--- src/rtl/clkdiv_pkg.sv ---
// Shared constants for the multi-channel clock divider.
package clkdiv_pkg;

  localparam int unsigned DEF_WIDTH = 21;
  localparam int unsigned DEF_DIV   = 1048576;

  localparam logic MODE_TOGGLE = 1'b0;
  localparam logic MODE_PULSE  = 1'b1;

endpackage

--- src/rtl/clkdiv_chan.sv ---
// One divider channel: free-running counter, active/pending divisor and
// registered clk_out/tick/pend outputs.
module clkdiv_chan
  import clkdiv_pkg::*;
#(
  parameter int unsigned      WIDTH       = DEF_WIDTH,
  parameter logic [WIDTH-1:0] DEFAULT_DIV = WIDTH'(DEF_DIV)
) (
  input  logic             clk,
  input  logic             reset,
  input  logic             en,
  input  logic             load,
  input  logic [WIDTH-1:0] div_in,
  input  logic             mode,
  output logic             clk_out,
  output logic             tick,
  output logic             pend
);

  logic [WIDTH-1:0] count_q, count_d;
  logic [WIDTH-1:0] act_q, act_d;
  logic [WIDTH-1:0] pdiv_q, pdiv_d;
  logic             pend_q, pend_d;
  logic             tick_q, tick_d;
  logic             clk_out_q, clk_out_d;
  logic             running;
  logic             last;

  assign running = en && (act_q != '0);
  assign last    = (count_q == (act_q - WIDTH'(1)));

  always_comb begin
    count_d   = count_q;
    act_d     = act_q;
    pdiv_d    = pdiv_q;
    pend_d    = pend_q;
    tick_d    = 1'b0;
    clk_out_d = clk_out_q;

    if (!running) begin
      // Idle or stalled channel: nothing to protect, so a load takes effect now.
      if (!en && mode == MODE_PULSE) clk_out_d = 1'b0;
      if (load) begin
        act_d   = div_in;
        count_d = '0;
        pend_d  = 1'b0;
      end
    end else if (last) begin
      count_d   = '0;
      tick_d    = 1'b1;
      clk_out_d = (mode == MODE_PULSE) ? 1'b1 : ~clk_out_q;
      if (load) begin
        act_d  = div_in;
        pend_d = 1'b0;
      end else if (pend_q) begin
        act_d  = pdiv_q;
        pend_d = 1'b0;
      end
    end else begin
      count_d = count_q + WIDTH'(1);
      if (mode == MODE_PULSE) clk_out_d = 1'b0;
      if (load) begin
        pdiv_d = div_in;
        pend_d = 1'b1;
      end
    end
  end

  always_ff @(posedge clk) begin
    if (!reset) begin
      count_q   <= '0;
      act_q     <= DEFAULT_DIV;
      pdiv_q    <= '0;
      pend_q    <= 1'b0;
      tick_q    <= 1'b0;
      clk_out_q <= 1'b0;
    end else begin
      count_q   <= count_d;
      act_q     <= act_d;
      pdiv_q    <= pdiv_d;
      pend_q    <= pend_d;
      tick_q    <= tick_d;
      clk_out_q <= clk_out_d;
    end
  end

  assign clk_out = clk_out_q;
  assign tick    = tick_q;
  assign pend    = pend_q;

endmodule

--- src/rtl/clkdiv_multi.sv ---
// Multi-channel programmable clock divider; channel i uses div_in[i*WIDTH +: WIDTH].
module clkdiv_multi
  import clkdiv_pkg::*;
#(
  parameter int unsigned NCH         = 2,
  parameter int unsigned WIDTH       = DEF_WIDTH,
  parameter int unsigned DEFAULT_DIV = DEF_DIV
) (
  input  logic               clk,
  input  logic               reset,
  input  logic [NCH-1:0]     en,
  input  logic [NCH-1:0]     load,
  input  logic [NCH*WIDTH-1:0] div_in,
  input  logic [NCH-1:0]     mode,
  output logic [NCH-1:0]     clk_out,
  output logic [NCH-1:0]     tick,
  output logic [NCH-1:0]     pend
);

  for (genvar i = 0; i < NCH; i++) begin : g_chan
    clkdiv_chan #(
      .WIDTH      (WIDTH),
      .DEFAULT_DIV(WIDTH'(DEFAULT_DIV))
    ) u_chan (
      .clk    (clk),
      .reset  (reset),
      .en     (en[i]),
      .load   (load[i]),
      .div_in (div_in[i*WIDTH +: WIDTH]),
      .mode   (mode[i]),
      .clk_out(clk_out[i]),
      .tick   (tick[i]),
      .pend   (pend[i])
    );
  end

endmodule
--- config.mk ---
export PLATFORM = sky130hd
export DESIGN_NAME = clkdiv_multi
export DESIGN_NICKNAME = d
export VERILOG_FILES = /design/src/rtl/clkdiv_pkg.sv /design/src/rtl/clkdiv_chan.sv /design/src/rtl/clkdiv_multi.sv
export SDC_FILE = /design/constraint.sdc
export NUM_CORES = 1
export LEC_CHECK = 0
export BUFFER_PORTS_ARGS = -buffer_cell sky130_fd_sc_hd__buf_4
export CAP_MARGIN = 10
export CORE_UTILIZATION = 60
export CTS_CLUSTER_DIAMETER = 50
export DETAILED_ROUTE_END_ITERATION = 6
export PLACE_DENSITY = 0.79
export SLEW_MARGIN = 20
export SYNTH_ARGS = -nofsm -noshare
export SYNTH_HDL_FRONTEND = slang
export SYNTH_SLANG_ARGS = --single-unit
--- constraint.sdc ---
create_clock -name clk -period 9.52 [get_ports clk]
set_input_delay 1.904 -clock clk [delete_from_list [all_inputs] [get_ports clk]]
set_output_delay 1.904 -clock clk [all_outputs]
set_load 0.005 [all_outputs]
==> out/qor.csv <==
stage,metric,value,unit
worst_setup_path,worst-path fanout max,22,
synth,Post-Synthesis Cell Area,7840,um2
power,Net Sw Frac,0.275,
synth,ys flop type,dfxtp_1,
worst_setup_path,"Data arrival, critical path",4.13,ns
floorplanning,Die Span Y,116,um
global_route,GRT overflow,0,
synth,distinct cell type count after synthesis,69,
route,Via-to-Cell Ratio,6.01,
flow_run,max-cap viol count,0,
place,PortBufs,55,
route,drt drc,0,
clock_network,Clock Sinks,132,
route,Routed Antenna Nets,0,
min_path,hold path depth,2,
floorplanning,starting density of the core,0.618,
route,vias,6914,
power,Lkg Pwr,3.41,nW
finish,nets,1022,
floorplanning,Chip Width,116,um
timing,Least-Margin Pin Slew,1.17,ns
timing,Sum Neg Setup Slack,0,ns
global_route,first-pass GRT wire length,30500,um
min_path,Hold Path End,g_chan[1].u_chan.pdiv_q[8],
min_path,Hold Startpoint,g_chan[1].u_chan.pdiv_q[8],
floorplanning,core region area,12700,um2
floorplanning,die area,13500,um2
synth,"Seq/Total Area, Yosys",0.337,
worst_setup_path,worst reg2reg path depth,8,
place,GP Congestion,0.985,
min_path,min-delay worst type,reg2reg,
floorplanning,cell row count,41,
synth,cell taking the most area after synthesis,dfxtp_1,
clock_network,worst-case clock buffer depth,2,
synth,Syn Inst Count,953,
worst_setup_path,CP required,9.84,ns
worst_setup_path,r2r endpoint,g_chan[0].u_chan.count_q[7],
clock_network,CTS tree,yes,
place,DP HPWL,13200,um
synth,Syn Area/Cell,8.22,um2
synth,"EDFF count, synth",0,
finish,Area growth syn-to-layout,12.4,%
timing,endpoints failing setup,0,
clock_network,Clock transition at path regs,0.06,ns
synth,"top cells by area, synth","dfxtp_1 34%, mux2i_1 8.2%, nand2_1 7.5%",
timing,final period utilization,0.400,
worst_setup_path,Setup CP Type,reg2reg,
timing,final hold violation count,0,
synth,Synth warnings,0,
floorplanning,I/O pins,56,
worst_setup_path,Crit-path slowest cell,nor4_1,
timing,min Tclk post-route,3.81,ns
clock_network,Num CTS Buffers,17,
worst_setup_path,crit path cell chain,nor4_1 > nand2_1 > nor4_1 > o2111ai_1 > nor4_4 > a21o_1 > o21ai_0 > a21o_1,
timing,Rel. slew slack,0.212,
worst_setup_path,critical path startpoint category,register,
route,number of DRC markers in iteration 0,548,
clock_network,clk_lat worst skew,0.42,ns
synth,post-synth top area share,0.337,
finish,ratio of cells with drive above 1 in the final layout,0.149,
power,Switching Power,0.420,mW
clock_network,root buf cell,clkbuf_16,
route,Routed WL,19100,um
worst_setup_path,max incr delay on CP,1.02,ns
global_route,vias in the first global route,6357,
synth,syn_nets,1009,
power,Clock power frac,0.434,
timing,Max Transition Viols Final,0,
route,DRT Pass-1 Iters,5,
clock_network,# Post-CTS Setup Buffers,0,
timing,FMAX,262,MHz
power,internal power,1.11,mW
clock_network,htree depth,4,
run_status,status,completed,
worst_setup_path,Reg-to-Reg Start,g_chan[0].u_chan.act_q[4],
synth,ys async rst share,0,
timing,RSZ-0062 raised after global routing,false,
global_route,Tot GR Track Use,0.292,
worst_setup_path,flop2flop setup slack,5.71,ns
finish,post-layout util,0.695,
clock_network,hold bufs inserted after CTS,0,
global_route,initial antenna violation count,0,
finish,n_diodes,0,
timing,Min Hold Slack,0.451,ns
power,share of power burned in registers,0.396,
route,drt wl/cell,16.6,um
power,Gate power share,0.170,
timing,Worst Clk Skew,0.00505,ns
global_route,largest net degree at the start of global routing,73,
power,Max VDD drop,122,uV
worst_setup_path,Critical Path End Type,register,
synth,"FF+latch count, synth",132,
power,PwrDens,173,nW/um2
clock_network,post-CTS sizing,0,
==> logic make-up after synthesis <==
logic type | synth area share
simple gates | 0.267
flops | 0.337
mux | 0.113
fa+ha+maj | 0.00958
compound gates | 0.133
xor+xnor | 0.0849
buf+inv | 0.0552
==> power groups by stage <==
| stage | clock (mW) | sequential (mW) | combinational (mW) |
|---|---|---|---|
| 4_1_cts | 0.669 | 0.605 | 0.257 |
| 3_3_place_gp | 0 | 0.616 | 0.249 |
| 2_1_floorplan | 0 | 0.602 | 0.202 |
| 3_5_place_dp | 0 | 0.617 | 0.255 |
| 6_report | 0.663 | 0.605 | 0.259 |
| 5_1_grt | 0.695 | 0.608 | 0.284 |
==> registers in the layout (all words and copies together), names as in the netlist <==
register / count
g_chan.u_chan.pdiv_q: 42
g_chan.u_chan.count_q: 42
g_chan.u_chan.pend: 2
g_chan.u_chan.act_q: 42
g_chan.u_chan.clk_out: 2
g_chan.u_chan.tick: 2
==> routing by layer <==
layer | track usage | share of wire | wire length [um] | up-vias
li1 | - | - | - | 3426
met1 | 0.326 | 0.41 | 7880 | 3207
met2 | 0.509 | 0.50 | 9540 | 208
met3 | 0.0633 | 0.041 | 786 | 73
met4 | 0.177 | 0.048 | 916 | 0
met5 | 0 | 0 | 0 | -
==> area by class of cell <==
| class | count | area (um2) |
|---|---|---|
| inverters | 20 | 75.1 |
| flip-flops and latches | 132 | 2640 |
| repair buffers | 66 | 495 |
| well taps | 172 | 215 |
| fillers | 1020 | 3860 |
| clock inverters | 7 | 93.8 |
| multi-input cells | 729 | 4780 |
| clock buffers | 25 | 505 |
==> worst max path at each step <==
stage	startpoint	to	slack [ns]
6_report	g_chan[0].u_chan.act_q[4]	g_chan[0].u_chan.count_q[7]	5.71
5_1_grt	g_chan[0].u_chan.act_q[0]	g_chan[0].u_chan.count_q[6]	5.37
4_1_cts	g_chan[0].u_chan.act_q[0]	g_chan[0].u_chan.count_q[6]	5.74
3_5_place_dp	en[1]	g_chan[1].u_chan.act_q[20]	5.41
3_3_place_gp	en[1]	g_chan[1].u_chan.act_q[20]	5.57
2_1_floorplan	en[0]	g_chan[0].u_chan.count_q[11]	6.23
==> Yosys cell counts (all sizes together) (6+ instances only) <==
cell,instances
a211oi,24
and4,7
nand2b,7
clkbuf,41
o2111ai,7
mux2,22
and3,15
a21oi,14
a21o,7
o21ai,48
xor2,33
nor2,69
nor4,22
nand3,55
ha,6
o311ai,12
nand4,18
nor2b,6
xnor2,43
inv,20
nor3,19
mux2i,64
dfxtp,132
nand2,157
buf,31
==> placed cells by master (no fill, tap or decap), types with 6 or more instances in the layout <==
cell type	instances
o21ai_0	47
ha_1	6
nor2_2	10
a21o_1	7
and3_1	15
and4_1	7
nor4_1	17
a211oi_1	24
clkbuf_16	17
buf_4	66
a21oi_1	13
nor2_1	59
mux2_2	22
nand2_1	157
nand4_1	18
xnor2_1	43
mux2i_1	64
inv_1	20
xor2_1	33
nor2b_1	6
dfxtp_1	132
nand3_1	55
nand2b_1	7
nor3_1	17
o311ai_0	12
o2111ai_1	6
==> stage by stage <==
| step | setup WS (ns) | instance area, um2 | instances | total power, mW |
|---|---|---|---|---|
| after floorplan | 6.23 | 7840 | 953 | 0.804 |
| after global routing | 5.37 | 8810 | 1151 | 1.59 |
| after CTS | 5.74 | 8810 | 1151 | 1.53 |
| after detailed placement | 5.41 | 8210 | 1119 | 0.871 |
| final | 5.71 | 8810 | 1151 | 1.53 |
| after global placement | 5.57 | 8210 | 1119 | 0.865 |
==> critical path, delay by kind of cell (launching register included) <==
family / cells / cell delay (ns)
DFF: 1 / 0.40
and+or+nand+nor: 4 / 2.12
AOI/OAI and AO/OA: 4 / 1.18
Power figures use the tool's default switching activity.
